===== src/rtl/led_pkg.sv =====
// Shared types and constants for the LED arbiter.
// Holds the FSM state enum, requester count, pattern width and a counter-width helper.
package led_pkg;

   localparam int N_REQ = 4;
   localparam int PAT_W = 2;

   typedef enum logic [1:0] {
      ST_IDLE,
      ST_GRANT,
      ST_GAP
   } state_t;

   // Width able to hold 0..n; never below one bit so n=0 stays legal.
   function automatic int cw(input int n);
      return (n < 1) ? 1 : $clog2(n + 1);
   endfunction

endpackage


===== src/rtl/led_tick_gen.sv =====
// Free-running prescaler: one-cycle tick every TICK_DIV sys_clk cycles.
// Ports: sys_clk, sys_rst (async, active high), tick (high while count is TICK_DIV-1).
module led_tick_gen
   import led_pkg::*;
#(
   parameter int TICK_DIV = 50000
) (
   input  logic sys_clk,
   input  logic sys_rst,
   output logic tick
);

   localparam int CW = cw(TICK_DIV);
   localparam logic [CW-1:0] LAST = CW'(TICK_DIV - 1);

   logic [CW-1:0] cnt_q;
   logic [CW-1:0] cnt_d;

   assign tick = (cnt_q == LAST);

   always_comb begin
      cnt_d = cnt_q + 1'b1;
      if (tick) cnt_d = '0;
   end

   always_ff @(posedge sys_clk or posedge sys_rst) begin
      if (sys_rst) cnt_q <= '0;
      else         cnt_q <= cnt_d;
   end

endmodule


===== src/rtl/led_arbiter.sv =====
// Round-robin arbiter sharing one 2-bit LED between four requesters.
// Ports: sys_clk, sys_rst (async, active high), req[3:0], req_pat[7:0],
//        gnt[3:0] (one-hot, registered), led[1:0] (registered), busy.
module led_arbiter
   import led_pkg::*;
#(
   parameter int TICK_DIV    = 50000,
   parameter int HOLD_TICKS  = 500,
   parameter int BLINK_TICKS = 250,
   parameter int GAP_TICKS   = 50
) (
   input  logic                     sys_clk,
   input  logic                     sys_rst,
   input  logic [N_REQ-1:0]         req,
   input  logic [N_REQ*PAT_W-1:0]   req_pat,
   output logic [N_REQ-1:0]         gnt,
   output logic [PAT_W-1:0]         led,
   output logic                     busy
);

   localparam int IW = $clog2(N_REQ);
   localparam int HW = cw(HOLD_TICKS);
   localparam int BW = cw(BLINK_TICKS);
   localparam int GW = cw(GAP_TICKS);

   localparam logic [HW-1:0] HOLD_MAX  = HW'(HOLD_TICKS);
   localparam logic [BW-1:0] BLINK_MAX = BW'(BLINK_TICKS);
   localparam logic [GW-1:0] GAP_MAX   = GW'(GAP_TICKS);

   logic tick;

   led_tick_gen #(
      .TICK_DIV (TICK_DIV)
   ) u_tick (
      .sys_clk (sys_clk),
      .sys_rst (sys_rst),
      .tick    (tick)
   );

   state_t            state_q, state_d;
   logic [IW-1:0]     win_q,   win_d;
   logic [PAT_W-1:0]  pat_q,   pat_d;
   logic [HW-1:0]     hold_q,  hold_d;
   logic [BW-1:0]     blink_q, blink_d;
   logic              phase_q, phase_d;
   logic [GW-1:0]     gap_q,   gap_d;
   logic [N_REQ-1:0]  gnt_q,   gnt_d;
   logic [PAT_W-1:0]  led_q,   led_d;

   logic              found;
   logic [IW-1:0]     pick;
   logic [IW-1:0]     idx;

   // Search starts one past the last winner; k=N_REQ wraps back to it.
   always_comb begin
      found = 1'b0;
      pick  = win_q;
      idx   = '0;
      for (int k = 1; k <= N_REQ; k++) begin
         idx = win_q + IW'(k);
         if (!found && req[idx]) begin
            found = 1'b1;
            pick  = idx;
         end
      end
   end

   always_comb begin
      state_d = state_q;
      win_d   = win_q;
      pat_d   = pat_q;
      hold_d  = hold_q;
      blink_d = blink_q;
      phase_d = phase_q;
      gap_d   = gap_q;

      unique case (state_q)
         ST_IDLE: begin
            if (found) begin
               state_d = ST_GRANT;
               win_d   = pick;
               pat_d   = req_pat[pick*PAT_W +: PAT_W];
               hold_d  = '0;
               blink_d = '0;
               phase_d = 1'b1;
            end
         end
         ST_GRANT: begin
            if (tick) begin
               if (hold_q != HOLD_MAX) hold_d = hold_q + 1'b1;
               if (blink_q + 1'b1 >= BLINK_MAX) begin
                  blink_d = '0;
                  phase_d = ~phase_q;
               end else begin
                  blink_d = blink_q + 1'b1;
               end
            end
            // Release and hold expiry share one exit.
            if (!req[win_q] || hold_d == HOLD_MAX) begin
               state_d = ST_GAP;
               gap_d   = '0;
            end
         end
         ST_GAP: begin
            if (tick && gap_q != GAP_MAX) gap_d = gap_q + 1'b1;
            // GAP_MAX=0 leaves on the first edge.
            if (gap_d == GAP_MAX) state_d = ST_IDLE;
         end
         default: state_d = ST_IDLE;
      endcase

      // Outputs follow the next state so they register with it.
      gnt_d = '0;
      led_d = '0;
      if (state_d == ST_GRANT) begin
         gnt_d[win_d] = 1'b1;
         if (phase_d) led_d = pat_d;
      end
   end

   always_ff @(posedge sys_clk or posedge sys_rst) begin
      if (sys_rst) begin
         state_q <= ST_IDLE;
         win_q   <= IW'(N_REQ - 1);
         pat_q   <= '0;
         hold_q  <= '0;
         blink_q <= '0;
         phase_q <= 1'b0;
         gap_q   <= '0;
         gnt_q   <= '0;
         led_q   <= '0;
      end else begin
         state_q <= state_d;
         win_q   <= win_d;
         pat_q   <= pat_d;
         hold_q  <= hold_d;
         blink_q <= blink_d;
         phase_q <= phase_d;
         gap_q   <= gap_d;
         gnt_q   <= gnt_d;
         led_q   <= led_d;
      end
   end

   assign gnt  = gnt_q;
   assign led  = led_q;
   assign busy = (state_q != ST_IDLE);

endmodule


===== config.mk =====
export PLATFORM = sky130hd
export DESIGN_NAME = led_arbiter
export DESIGN_NICKNAME = d
export VERILOG_FILES = /design/src/rtl/led_pkg.sv /design/src/rtl/led_tick_gen.sv /design/src/rtl/led_arbiter.sv
export SDC_FILE = /design/constraint.sdc
export NUM_CORES = 1
export LEC_CHECK = 0
export ABC_AREA = 1
export BUFFER_PORTS_ARGS = -buffer_cell sky130_fd_sc_hd__buf_2
export CAP_MARGIN = 20
export CORE_AREA = 5 5 113 115
export CTS_BUF_LIST = sky130_fd_sc_hd__clkbuf_4 sky130_fd_sc_hd__clkbuf_8 sky130_fd_sc_hd__clkbuf_16
export DETAILED_ROUTE_END_ITERATION = 12
export DIE_AREA = 0 0 118 120
export GPL_TIMING_DRIVEN = 0
export SETUP_SLACK_MARGIN = 0.05
export SYNTH_ARGS = -nofsm -noshare
export SYNTH_HDL_FRONTEND = slang
export SYNTH_SLANG_ARGS = --single-unit

===== constraint.sdc =====
create_clock -name sys_clk -period 1.92 [get_ports sys_clk]
set_clock_uncertainty 0.15 [all_clocks]
set_input_delay 0.288 -clock sys_clk [delete_from_list [all_inputs] [get_ports sys_clk]]
set_output_delay 0.288 -clock sys_clk [all_outputs]
set_load 0.05 [all_outputs]

=== Word level (Yosys, flattened, before mapping) ===
Cells that the tools add are included.

* Reductions and logical operators: 17
* Bitwise gates (word level): 1
* Shifts and indexed selects: 1
* Mux-type cells: 47
* Equality and inequality tests: 11
* Magnitude comparators: 7
* Add/subtract/negate cells: 7

{| class="wikitable"
|+ Operators with widths
! operator !! count
|-
| $mux W9 || 4
|-
| $mux W2 || 13
|-
| $mux W8 || 3
|-
| $mux W6 || 3
|-
| $pmux W9 S2 || 1
|-
| $add A16 B1 Y16 const B || 1
|-
| $eq A16 B16 Y1 const B || 1
|-
| $mux W16 || 1
|-
| $pmux W8 S2 || 1
|-
| $lt A2 B3 Y1 const B || 5
|-
| $mux W1 || 12
|-
| $pmux W6 S2 || 1
|-
| $add A9 B1 Y9 const B || 1
|-
| $eq A9 B9 Y1 const B || 1
|-
| $ne A9 B9 Y1 const B || 1
|-
| $add A8 B1 Y8 const B || 1
|-
| $bmux W1 S2 || 4
|-
| $ge A8 B8 Y1 const B || 1
|-
| $shiftx A8 B4 Y2 || 1
|-
| $add A6 B1 Y6 const B || 1
|-
| $eq A6 B6 Y1 const B || 1
|-
| $ne A2 B2 Y1 const B || 3
|-
| $ne A6 B6 Y1 const B || 1
|-
| $pmux W2 S3 || 1
|-
| 16 further kinds || 28
|}

* Output and inout bits: 7
* Register bits: 52
* Bits of input ports: 14

=== Longest topological paths before layout ===
* Depth after elaboration: 20
* Gate-level depth with buffers: 16

=== Modules after synthesis ===
Synthesis repeated with hierarchy kept, for this count alone.

* Cell total of the unflattened synthesis: 462
* Area, all modules: 3301.9 µm²

{| class="wikitable"
|+ By module, submodules not included
! module !! times used !! area each (µm²) !! cells an instance
|-
| led_arbiter || 1 || 2421.1 || 340
|-
| led_tick_gen || 1 || 880.8 || 122
|}

=== Worst setup path before layout ===
Ideal clock, no wire load.

* Path kind: register to register
* From: register win_q[1]
* To: register led_q[0], in the netlist led[0]
* Period minus slack after synthesis: 1.942 ns
* Buffers on the path: 1
* Arrival time: 1.676 ns
* Required time: 1.654 ns
* Stages on the path, launching flop included: 15
* Setup slack: -0.022 ns
* Cells stage by stage: dfstp_2 buf_4 inv_2 nand2_1 nand2_2 nand2_2 nand2_4 nor2_4 nand4_2 nand2_4 inv_1 nor2_1 inv_1 nand3_1 nor2_1

* Word-level cells in the longest chain between the ends: 18

{| class="wikitable"
|+ RTL lines
! element !! line !! RTL
|-
| start: declaration || led_arbiter.sv:41 || <nowiki>logic [IW-1:0] win_q, win_d;</nowiki>
|-
| start signal: assignment || led_arbiter.sv:124 || <nowiki>win_q <= IW'(N_REQ - 1);</nowiki>
|-
| start signal: assignment || led_arbiter.sv:134 || <nowiki>win_q <= win_d;</nowiki>
|-
| $add A2 B1 Y2 || led_arbiter.sv:60 || <nowiki>idx = win_q + IW'(k);</nowiki>
|-
| $bmux W1 S2 || led_arbiter.sv:61 || <nowiki>if (!found && req[idx]) begin</nowiki>
|-
| $mux W1 (not written as such) || led_arbiter.sv:61 ||
|-
| $mux W1 || led_arbiter.sv:61 ||
|-
| $logic_not A1 Y1 || led_arbiter.sv:61 ||
|-
| $logic_and A1 B1 Y1 || led_arbiter.sv:61 ||
|-
| $mux W1 || led_arbiter.sv:61 ||
|-
| $logic_not A1 Y1 || led_arbiter.sv:61 ||
|-
| (+3 left out) || - ||
|-
| $logic_and A1 B1 Y1 || led_arbiter.sv:61 ||
|-
| $mux W2 || led_arbiter.sv:61 ||
|-
| $shiftx A8 B4 Y2 || led_arbiter.sv:82 || <nowiki>pat_d = req_pat[pick*PAT_W +: PAT_W];</nowiki>
|-
| $mux W2 || led_arbiter.sv:79 || <nowiki>if (found) begin</nowiki>
|-
| $mux W2 || led_arbiter.sv:77 || <nowiki>unique case (state_q)</nowiki>
|-
| $mux W2 || led_arbiter.sv:117 || <nowiki>if (phase_d) led_d = pat_d;</nowiki>
|-
| $mux W2 (*) || led_arbiter.sv:115 || <nowiki>if (state_d == ST_GRANT) begin</nowiki>
|-
| via led_d[0] || led_arbiter.sv:48 || <nowiki>logic [PAT_W-1:0] led_q, led_d;</nowiki>
|-
| end signal: assignment || led_arbiter.sv:141 || <nowiki>led_q <= led_d;</nowiki>
|-
| end: declaration || led_arbiter.sv:48 ||
|}

Mark *: on every way through the listed nets, which the timed path passes. The rest lies on a longest branch. The select of a mux whose other input is x is not followed.
A chain may end at the register's enable or synchronous reset.

=== Worst setup path after layout ===
* From: register hold_q[0]
* To: register gap_q[3]

* Word-level cells in the longest chain between the ends: 8

{| class="wikitable"
|+ RTL lines
! element !! line !! RTL
|-
| start: declaration || led_arbiter.sv:43 || <nowiki>logic [HW-1:0] hold_q, hold_d;</nowiki>
|-
| start signal: assignment || led_arbiter.sv:136 || <nowiki>hold_q <= hold_d;</nowiki>
|-
| $add A9 B1 Y9 / $ne A9 B9 Y1 (equally long branches) || led_arbiter.sv:90 || <nowiki>if (hold_q != HOLD_MAX) hold_d = hold_q + 1'b1;</nowiki>
|-
| $mux W9 || led_arbiter.sv:90 ||
|-
| $mux W9 (*) || led_arbiter.sv:89 || <nowiki>if (tick) begin</nowiki>
|-
| $mux W9 (*) || led_arbiter.sv:77 ||
|-
| $eq A9 B9 Y1 (*) || led_arbiter.sv:99 || <nowiki>if (!req[win_q] || hold_d == HOLD_MAX) begin</nowiki>
|-
| $logic_or A1 B1 Y1 (*) || led_arbiter.sv:99 ||
|-
| $ne A2 B2 Y1 (no source line) (*) || - ||
|-
| $reduce_and A2 Y1 (no source line) (*) || - ||
|-
| end signal: assignment || led_arbiter.sv:139 || <nowiki>gap_q <= gap_d;</nowiki>
|-
| end: declaration || led_arbiter.sv:46 || <nowiki>logic [GW-1:0] gap_q, gap_d;</nowiki>
|}

Mark *: on every way between the ends. The rest lies on a longest branch, timed or not. The select of a mux whose other input is x is not followed.

==> impl_results.md <==
* Status: complete, but fails checks
* Failing checks: setup timing
* Fmax at about 460 MHz
* Setup TNS at -5.95 ns
* Finished Core Util at 40.2%
* Pwr dens at 448 mW/mm2
* RSZ-0062 raised after global routing: yes
* CTS H-tree depth at 2
* Yosys warns at 0
* Post-synth EDFFs at 0
* Largest net degree at the start of global routing at 33
* CP arrival at 2.19 ns
* Num rows at 40
* Vias at 3229
* Post-Place Cell Area at between 0.003 and 0.004 mm2
* Routed WL per cell at 12.1 um
* Clock Latency Late Sink at 0.29 ns
* RR Endpoint: gap_q[3]
* TritonCTS clock tree: built
* Routed Antenna Nets at 0
* Worst-case clock buffer depth at 2
* WP depth at 15
* Worst Hold End: pat_q[1]
* Most used cell, CP: nand2_1
* Register area share after synthesis at 38.2%
* Die width at ~120 um
* Largest cells by area after synthesis: dfrtp_1 (37%), nand2_1 (15%), nand3_1 (7.2%)
* Worst Hold Launch: req_pat[5]
* Cells on worst reg2reg path at 15
* Placed Cells at 649
* R2r startpoint: hold_q[0]
* Critical path's top delay family: simple AND/OR/NAND/NOR gates
* Yosys cell types at 35
* Met1 Resource Use GR at 14.4%
* Hold Crit Depth at 5
* Vias/cell at 4.66
* Iteration-0 DRC Markers at ~80
* Crit path max-delay cell type: dfrtp_1
* Rel. slew slack at 67.7%
* Final min period at 2.16 ns
* Post-Layout Cell Count at 693
* Mapped Cells at 481
* Ys flop type: dfrtp_1
* M2 GR Usage at 20.7%
* Clk sink count at 52
* Total GRT Usage at 11.5%
* CP cell instances: inv_2 -> ha_1 -> nand2_1 -> nor2_1 -> nand2_2 -> nand2_1 -> nor2_1 -> nor2_1 -> nand2_1 -> nor2_2 -> nand3_2 -> nand2_2 -> nand2_4 -> nand3_2 -> nand2_1
* Fill cells at 1206
* Final Hold Viols at 0
* Worst-path clk slew at 0.07 ns
* Multi-input gate area at 0.00232 mm2
* Worst vdd ir at just under 0.0003 V
* Clock root buffer: clkbuf_16
* TritonRoute pass-1 iters at 4
* Slew @ Worst Pin at 0.483 ns
* Final HPWL from detailed placement at 5480 um
* Starting Density at 29.2%
* ANT cells at 0
* M3 GR Usage at 1.98%
* Final cycle utilization of the critical path at 112%
* PnR worst setup slack at -0.240 ns
* Worst reg2reg setup slack at -0.24 ns
* # nets final at 566
* Crit Path Max Fanout at 7
* Mapped Area at 0.00342 mm2
* GR Overflow Total at 0
* Flops & latches, synth at between 50 and 60
* Initial antenna violation count at 0
* First-pass GRT wire length at 14100 um
* Crit start category: flop
* Drt total wl at 8370 um
* Core area at 0.0117 mm2
* MaxCap Viol Count at 0
* Area growth syn-to-layout at 37.8%
* CP Capture Type: flop
* Vert. Die Dim at ~120 um
* Max-slew violation count at 0
* Sequential cell area at 0.00131 mm2
* Leading area contributor after synthesis: dfrtp_1
* Syn nets at between 500 and 600
* Final Power at 2.11 mW
* Critical Path Max Stage Delay at 0.42 ns
* CP required at 1.95 ns
* Total I/O pin count at 21
* CP Class: flop to flop
* Pleak at 2.23 nW
* GRT busiest layer: met2
* Async SR Flop Fraction at 100%
* CP bufs+invs at 1
* Mapped Avg Cell Area at 7.10 um2
* Hold Crit Class: input port to flop
* Die area at 0.0142 mm2
* Hold slack at 0.182 ns
* Port Buffers at 20
* Routability Congestion at ~0.87
* Number of global-route vias before repair at 3232
* DRC errors left at 0
* Setup-failing EPs final at 39
* Design area at 0.00471 mm2
* Pre-CTS WS at -0.326 ns
* Share of cells above drive strength 1 at 39.6%
* Yosys top cell area share at a little over a third
* CTS Buf Count at 5
how the worst max path moves through the flow:
stage | startpoint | endpoint | slack (ns)
finish | hold_q[0] | gap_q[3] | -0.24
global route | u_tick.cnt_q[4] | gap_q[3] | -0.41
global placement | sys_rst | u_tick.cnt_q[13] | -0.56
detailed placement | u_tick.cnt_q[0] | gap_q[4] | -0.33
CTS | u_tick.cnt_q[1] | gap_q[0] | -0.19
floorplan | u_tick.cnt_q[0] | gap_q[1] | 0.01
logic make-up after synthesis:
family          synth area share (%)
fa+ha+maj                       2.56
simple gates                    39.4
flops                           38.2
buf+inv                         8.75
xor+xnor                        4.36
compound gates                  6.74
report_power, final:
part	internal [mW]	switching, mW
combinational	0.0410	0.0735
sequential	1.09	0
clock	0.486	0.416
total	1.62	0.489
flip-flops by register name, indices dropped and copies added (netlist names):
signal        cells
win_q             2
pat_q             2
phase_q           1
gap_q             6
u_tick.cnt_q     16
gnt               4
state_q           2
blink_q           8
led               2
hold_q            9
placed cells by master (no fill, tap or decap), types with 2 or more instances in the layout:
cell type / n
o21ai_4: 2
a21oi_1: 4
nor2_1: 42
xnor2_1: 3
o21ai_2: 8
nor3_1: 4
inv_1: 49
xor2_1: 14
inv_4: 6
o21ai_0: 3
dfstp_2: 2
nor2_2: 11
ha_4: 2
or2_2: 3
clkbuf_16: 5
o22ai_2: 5
nand3_2: 18
dfrtp_2: 2
nand3_1: 33
nand2_4: 14
nand3_4: 4
nand4_1: 6
buf_4: 28
buf_6: 8
nor2_4: 17
buf_12: 2
dfrtp_1: 48
ha_1: 4
o22ai_1: 2
nand2_1: 103
buf_2: 22
a21oi_4: 2
inv_2: 13
o21ai_1: 9
nand2_2: 31
metal layers:
metal | vias to the layer above | wire (um)
met5 | - | 0
met4 | 0 | 98
met3 | 11 | 214
met2 | 41 | 4370
met1 | 1530 | 3680
li1 | 1647 | -
worst reg2reg max path: cells and delay by family (launching register included):
kind / cells / cell delay [ns]
simple gates: 13 / 1.22
flops: 1 / 0.42
fa+ha+maj: 1 / 0.15
buf+inv: 1 / 0.10
cell usage after synthesis (7+ instances only):
master / count
nand2_2: 12
nand2_1: 135
inv_1: 62
ha_1: 7
xor2_1: 14
nand3_1: 49
nor2_1: 57
o21ai_0: 16
inv_2: 7
o22ai_1: 7
nor2_2: 9
dfrtp_1: 50
area by class of cell:
cell class / instances / area share [%]
multi-input combinational: 355 / 49.2
sequential: 52 / 27.7
timing repair buffer: 57 / 9.09
inverter: 69 / 5.93
tap: 147 / 3.91
clock buffer: 5 / 2.66
buffer: 5 / 1.01
clock inverter: 3 / 0.452
timing repair:
action / in CTS / in global routing
pin swaps: 16 / 28
buffers inserted: 22 / 14
resized for setup: 77 / 74
setup endpoints to repair: 39 / 45
hold buffers: 1 / 0
endpoints found under the hold margin: 20 / 0
Note: power is estimated with default switching activity, not from simulation.
